`src/rtl/uart_fifo_pkg.sv`:
```
// Shared constants and types for the UART byte FIFO.
package uart_fifo_pkg;

  localparam int UART_FIFO_DATA_W = 8;
  localparam int UART_FIFO_DEPTH  = 64;
  localparam int UART_FIFO_LOAD_W = 7;

  typedef logic [7:0] uart_byte_t;

endpackage

```
`src/rtl/uart_fifo_mem.sv`:
```
// FIFO storage: synchronous write port, asynchronous (combinational) read
// port so the head entry falls through to the consumer with no read latency.
// Contents are intentionally not reset.
module uart_fifo_mem
  import uart_fifo_pkg::*;
#(
  parameter int DATA_W = UART_FIFO_DATA_W,
  parameter int DEPTH  = UART_FIFO_DEPTH
) (
  input  logic                     clk,
  input  logic                     wr_en,
  input  logic [$clog2(DEPTH)-1:0] wr_addr,
  input  logic [DATA_W-1:0]        wr_data,
  input  logic [$clog2(DEPTH)-1:0] rd_addr,
  output logic [DATA_W-1:0]        rd_data
);

  logic [DATA_W-1:0] mem [DEPTH];

  // Write the incoming entry into the slot addressed by the write pointer.
  always_ff @(posedge clk) begin
    if (wr_en) begin
      mem[wr_addr] <= wr_data;
    end
  end

  assign rd_data = mem[rd_addr];

endmodule

```
`src/rtl/uart_fifo.sv`:
```
// First-word-fall-through byte FIFO between the UART datapath and its consumer.
// Optional build macro: UART_FIFO_FULL_PUSHPOP_EN -- when defined, a write is
// accepted while full provided the head is popped in the same cycle (this adds
// a combinational m_ready -> s_ready path). Undefined by default.
module uart_fifo
  import uart_fifo_pkg::*;
#(
  parameter int DATA_W = UART_FIFO_DATA_W,
  parameter int DEPTH  = UART_FIFO_DEPTH,
  parameter int LOAD_W = UART_FIFO_LOAD_W
) (
  input  logic              clk,
  input  logic              rst,
  input  logic              s_valid,
  output logic              s_ready,
  input  logic [DATA_W-1:0] s_data,
  output logic [LOAD_W-1:0] s_load,
  output logic              m_valid,
  input  logic              m_ready,
  output logic [DATA_W-1:0] m_data,
  output logic [LOAD_W-1:0] m_load
);

  localparam int                PTR_W   = $clog2(DEPTH);
  localparam logic [LOAD_W-1:0] DEPTH_L = LOAD_W'(DEPTH);

  logic [PTR_W-1:0]  wr_ptr_reg;
  logic [PTR_W-1:0]  rd_ptr_reg;
  logic [LOAD_W-1:0] count_reg;
  // Holds s_ready low during reset and until the first clock afterwards.
  logic              ready_en_reg;
  logic              full;
  logic              empty;
  logic              push;
  logic              pop;
  logic [DATA_W-1:0] rd_data;

  assign full  = (count_reg == DEPTH_L);
  assign empty = (count_reg == '0);

`ifdef UART_FIFO_FULL_PUSHPOP_EN
  // While full, a simultaneous pop frees the slot the write lands in.
  assign s_ready = ready_en_reg && (!full || m_ready);
`else
  assign s_ready = ready_en_reg && !full;
`endif

  assign m_valid = !empty;
  assign push    = s_valid && s_ready;
  assign pop     = m_valid && m_ready;

  // Pointer, occupancy and ready-enable state with asynchronous clear.
  always_ff @(posedge clk or negedge rst) begin
    if (!rst) begin
      wr_ptr_reg   <= '0;
      rd_ptr_reg   <= '0;
      count_reg    <= '0;
      ready_en_reg <= 1'b0;
    end else begin
      ready_en_reg <= 1'b1;
      if (push) begin
        wr_ptr_reg <= wr_ptr_reg + PTR_W'(1);
      end
      if (pop) begin
        rd_ptr_reg <= rd_ptr_reg + PTR_W'(1);
      end
      case ({push, pop})
        2'b10:   count_reg <= count_reg + LOAD_W'(1);
        2'b01:   count_reg <= count_reg - LOAD_W'(1);
        default: count_reg <= count_reg;
      endcase
    end
  end

  uart_fifo_mem #(
    .DATA_W (DATA_W),
    .DEPTH  (DEPTH)
  ) u_mem (
    .clk     (clk),
    .wr_en   (push),
    .wr_addr (wr_ptr_reg),
    .wr_data (s_data),
    .rd_addr (rd_ptr_reg),
    .rd_data (rd_data)
  );

  // Force zero on an empty FIFO so the unreset storage never leaks out.
  assign m_data = empty ? '0 : rd_data;
  assign m_load = count_reg;
  assign s_load = DEPTH_L - count_reg;

endmodule

```
`config.mk`:
```
export PLATFORM = sky130hd
export DESIGN_NAME = uart_fifo
export DESIGN_NICKNAME = d
export VERILOG_FILES = /design/src/rtl/uart_fifo_pkg.sv /design/src/rtl/uart_fifo_mem.sv /design/src/rtl/uart_fifo.sv
export SDC_FILE = /design/constraint.sdc
export NUM_CORES = 1
export LEC_CHECK = 0
export CORE_MARGIN = 2
export CORE_UTILIZATION = 40
export CTS_CLUSTER_DIAMETER = 60
export DETAILED_ROUTE_END_ITERATION = 8
export SETUP_SLACK_MARGIN = 0.5
export SKIP_LAST_GASP = 1
export SLEW_MARGIN = 10
export SYNTH_ARGS = -nofsm -noshare
export SYNTH_HDL_FRONTEND = slang
export SYNTH_SLANG_ARGS = --single-unit
```
`constraint.sdc`:
```
create_clock -name clk -period 4.2 [get_ports clk]
set_input_delay 1.26 -clock clk [delete_from_list [all_inputs] [get_ports clk]]
set_output_delay 1.26 -clock clk [all_outputs]
set_load 0.05 [all_outputs]
```
# == Word-level counts from Yosys, hierarchy flattened ==
# Memory sizes are Yosys's and may differ from the RTL's.
# Index checks and enable logic that the tools add are counted.
# totals
register_bits,20
mem_bits_rw,512
output_inout_bits,24
elab_cells,24
n_memories,1
# op_classes
addsub,5
n_eq_ne,3
mux,4
n_reduce_logical,7
# mem_list
name,depth,width,read_ports,rd_ports_with_merged_regs,wr,line_no,text
u_mem.mem,64,8,1,0,1,uart_fifo_mem.sv:18,logic [DATA_W-1:0] mem [DEPTH];
# ops
operator,n
$pmux 7 s2,1
$add 6x1->6 const B,2
$mux 8,1
$add 7x1->7 const B,1
$eq 7x7->1 const B,1
$logic_not 7->1,1
$sub 7x1->7 const B,1
$sub 7x7->7 const A,1
$logic_and 1x1->1,3
$eq 2x1->1 const B,1
$eq 2x2->1 const B,1
$logic_not 1->1,2
$mux 1,2
$reduce_bool 2->1,1

# == Longest topological paths before layout ==
# depth
ltp_word,6
depth_mapped,16
ltp_nobuf,14

# == By module ==
# From an unflattened synthesis, not the netlist that was laid out.
# hier_totals
cells_unflattened,1058
hier_area_um2,21291.7
# modules_own_cells
module,instances,cells_per_inst,area_per_inst_um2,seq_area_each_um2
uart_fifo_mem,1,932,20006.7,15374.7
uart_fifo,1,126,1285.0,500.5

# == Worst setup path after synthesis ==
# Ideal clock, no wire load.
# synth_timing
path_kind,reg-to-output
from,"reg count_reg[1], in the netlist m_load[1]"
to,out m_data[7]
arrival_ns,2.875
slack_ns,0.065
path_stages_with_launch,7
cell_sequence,dfrtp_1 buf_2 inv_1 ha_1 a41oi_1 o211ai_1 o31ai_1
# synth_between
elab_chain_cells,2
# synth_lines
item,line_no,text
"start, declared",uart_fifo.sv:29,logic [LOAD_W-1:0] count_reg;
"start signal, assigned",uart_fifo.sv:68,2'b10: count_reg <= count_reg + LOAD_W'(1);
"start signal, assigned",uart_fifo.sv:69,2'b01: count_reg <= count_reg - LOAD_W'(1);
"start signal, assigned",uart_fifo.sv:70,default: count_reg <= count_reg;
$logic_not 7->1,uart_fifo.sv:39,assign empty = (count_reg == '0);
$mux 8,uart_fifo.sv:88,assign m_data = empty ? '0 : rd_data;
"end, declared",uart_fifo.sv:20,"output logic [DATA_W-1:0] m_data,"
# No other way between the ends.

# == Worst setup path in the final report ==
# layout_timing
from,reg rd_ptr_reg[0]
to,out m_data[5]
# layout_between
elab_chain_cells,2
# layout_lines
item,line_no,text
"start, declared",uart_fifo.sv:28,logic [PTR_W-1:0] rd_ptr_reg;
"start signal, assigned",uart_fifo.sv:65,rd_ptr_reg <= rd_ptr_reg + PTR_W'(1);
$mem_v2 64x8,n/a,
$mux 8,uart_fifo.sv:88,
# No other way between the ends.

==> metrics.sh <==
DIE_X_UM=234
SYN_WARNINGS=0
YS_ASYNC_SR_FRACTION_PCT=3.76
FMAXACHIEVABLE_MHz=234
SETUP_VIOLATIONS=6
CLK_PIN_SLEW_WORST_PATHS_PS=60
CLOCK_TREE.BUFFER_DEPTH=3
GLOBAL_ROUTE.USAGE.TOTAL_PCT=19.4
GRT_PASS1_WL_MM=75.3
FINAL_HOLD_VIOL_COUNT=0
POST-ROUTE-MIN-PERIOD_PS=4270
CORE_AREA_MM2=0.0523
WL_PER_CELL_UM=26.8
FINAL_COMMON_CELL='edfxtp_1'
TIGHTEST_SLEW_PS=1220
DETAILEDPLACEMENTHPWL_MM=32.0
TIMING.CRITICAL_PATH.REQUIRED_PS=2940
DRV_CAP=0
SYNTH_CELL_TYPES=57
MAPPEDNETLISTAREA_MM2=0.0211
OUTCOME='complete, but fails checks'
CRITICAL_PATH.MAX_FANOUT=8
SYNTHCELLS=1027
POWER_LEAKAGE_nW=8.34
DRT_DRC_VIOLATIONS_LEFT=0
CELLPOWERDENSITY_mW_PER_MM2=698
WORSTSETUPSTARTPOINT='rd_ptr_reg[0]'
CLK_LATENCY_PS=620
IOS=36
CTS_INSERTED_BUFFERS=54
REGMOSTFLOPS='u_mem.mem'
FINAL_NETS=1228
MAPPEDNETLISTNETS=1045
LARGEST_REG_FLOPS=512
SYNTH-SEQ-CELLS=532
FIRST_GLOBAL_VIAS=10887
TIMING.FINAL.CRIT_SHARE_PCT=102
CRITPATHKIND='reg -> out'
CTS_TREE='done'
PRE_CTS_WS_PS=270
DRT_PASS1_ITERATIONS=5
FINAL_AREA_MM2=0.0256
RR_STARTPOINT='m_load[1]'
ROOT_BUFFER='clkbuf_16'
GRT_REMAINING_OVERFLOW=0
LAYOUT_SETUP_WS_PS=-74.0
TIMING.CRITICAL_PATH.ARRIVAL_PS=3010
LAYOUT.CELLS.MOST_COMMON_LIST='edfxtp_1 (512), mux4_2 (138), buf_4 (120)'
TIMING.CRITICAL_PATH.FROM_TYPE='flip-flop'
FIN_WORST_SKEW_PS=31.8
MULTI_INPUT_COMB_AREA_MM2=0.00511
MAXSLEWVIOLCOUNT=0
VIOLATIONS_IN_THE_FINAL_REPORTS='setup timing'
HTREEDEPTH=2
MIN-DELAY-PATH-CLASS='reg -> reg'
YS_SEQ_AREA_SHARE_PCT=75.2
POSTSYNTHAREAPERCELL_UM2=20.6
FP.DIEH_UM=234
ROUTED_ANTENNA_NETS=0
FLOW.AREA_GROWTH_FROM_SYNTHESIS_PCT=21.1
INITIAL_CORE_UTIL_PCT=40.3
PLACE.PORT_BUFFERS=35
SEQUENTIAL_CELL_AREA_MM2=0.0159
AVGVIACOUNTPERCELL=5.61
GRT_MAX_DEGREE=65
N_FILL_CELL=4219
LAYOUT-DRIVE-GT1-SHARE_PCT=35.2
FIRST_ITER_VIOLATIONS=1253
VIAS=10884
POST_CTS_HOLD_FIX_BUFS=0
WORST_HOLD_STARTPOINT='rd_ptr_reg[5]'
REPORT.POWER.TOTAL_mW=17.8
FINALWEIGHTEDCONGESTION=0.837
TIMING.CRITICAL_PATH.TO_TYPE='output pin'
INITIAL_ANTENNA_VIOLATION_COUNT=0
RSZ0062_AT_GRT='yes'
DIODES=0
ROUTED_WIRE_LENGTH_MM=51.9
ROWS=84
SYNTH_EDF_COUNT=512
TIMING.SLEW.HEADROOM_PCT=18.5
IR_DROP_mV=0.525
SYNTH_FF_TYPE='edfxtp_1'
DIE_AREA_MM2=0.0546
POST_DP_CELL_AREA_MM2=0.0230
CLKSINKCOUNT=532
-- layout make-up --
class	count	share of cell area (%)
repair buffers	188	7.34
well taps	688	3.37
flip-flops and latches	532	62.1
clock buffers	64	5.51
inverters	9	0.132
multi-input cells	425	20.0
clock inverters	35	1.52
-- critical path, cell delays in order, from the launching register on --
cell and delay, ps:
dfrtp_4 540, buf_12 140, buf_16 140, mux4_2 520, mux4_2 560, mux2i_2 220, o21ai_2 110, buf_6 180
-- Yosys cell counts (2+ instances only) --
cell type	instances	area (µm²)
edfxtp_1	512	15400
mux4_2	138	3110
nor2_1	78	293
nand2_1	26	97.6
o22ai_1	21	131
buf_2	20	100
dfrtp_1	20	500
mux2i_1	20	200
xnor2_1	17	149
clkbuf_1	16	60.1
buf_1	11	41.3
buf_4	9	67.6
nor2b_1	9	56.3
nand3_1	8	40.0
nor3_1	8	40.0
inv_1	7	26.3
o21ai_0	7	35.0
ha_1	6	75.1
nand2b_1	6	37.5
nand4_1	6	37.5
o211ai_1	6	45.0
o21ai_1	6	30.0
xor2_1	6	52.6
a21oi_1	5	25.0
buf_6	5	56.3
mux2_2	5	56.3
a211oi_1	4	30.0
or2_2	4	25.0
a22oi_1	3	22.5
a31oi_1	3	18.8
nand3b_1	3	22.5
a211o_1	2	17.5
and3b_1	2	17.5
nor3b_1	2	15.0
o21a_1	2	15.0
or2_1	2	12.5
or3b_2	2	17.5
-- path summary, 6_finish.rpt --
| check | depth (start not counted) | to | slack, ps |
|---|---|---|---|
| setup / recovery | 7 | m_data[5] | -70 |
| hold / removal | 1 | rd_ptr_reg[5] | 520 |
| setup reg to reg | 13 | m_load[5] | 850 |
| hold reg to reg | 1 | rd_ptr_reg[5] | 520 |
| max in group asynchronous | 2 | wr_ptr_reg[2] | 2420 |
| min in group asynchronous | 1 | rd_ptr_reg[2] | 1110 |
-- what timing repair did --
item                                    4_1_cts  5_1_grt
pin swaps                                    16       11
setup buffers                                21        4
gates cloned                                  7        0
endpoints found under the setup margin       13       10
gates resized for setup                      71       17
-- per-stage QoR --
| stage | utilization, % | hold slack [ps] | instances | TNS, ps |
|---|---|---|---|---|
| floorplan | - | 472 | 1027 | 0 |
| global placement | 43.9 | 499 | 1809 | 0 |
| detailed placement | 43.9 | 512 | 1809 | 0 |
| CTS | 48.6 | 518 | 1936 | -519 |
| global route | 48.9 | 561 | 1941 | -859 |
| finish | 48.9 | 522 | 1941 | -379 |
-- routing by layer --
metal  routed length, µm  track usage [%]  share of wire (%)  up-vias
met5                   0                0                  0        -
met4                1080             4.98                2.1        0
met3                3350             3.83                6.4       64
met2               24900             30.6                 48      419
met1               22600             27.7                 43     5813
li1                    -                -                  -     4588
-- power breakdown --
part	leakage (nW)	internal, mW	switching, mW	total (mW)
Sequential	4.84	6.00	0.237	6.24
Clock	0.882	2.89	2.00	4.89
Combinational	2.62	3.09	3.62	6.71
Total	8.34	12.0	5.86	17.8
-- cells by family (layout without fill, tap and decap cells) --
kind of cell | count (synthesis) | in the layout | share of synthesized area, %
AO/OA/AOI/OAI | 70 | 70 | 2.26
XOR/XNOR | 23 | 23 | 0.954
adder cells (fa/ha/maj) | 6 | 6 | 0.356
buffers and inverters | 70 | 296 | 1.70
flip-flops | 532 | 532 | 75.2
multiplexers | 163 | 163 | 15.9
other | 1 | 1 | 0.0178
AND/OR/NAND/NOR | 162 | 162 | 3.57
Power figures use the tool's default switching activity.
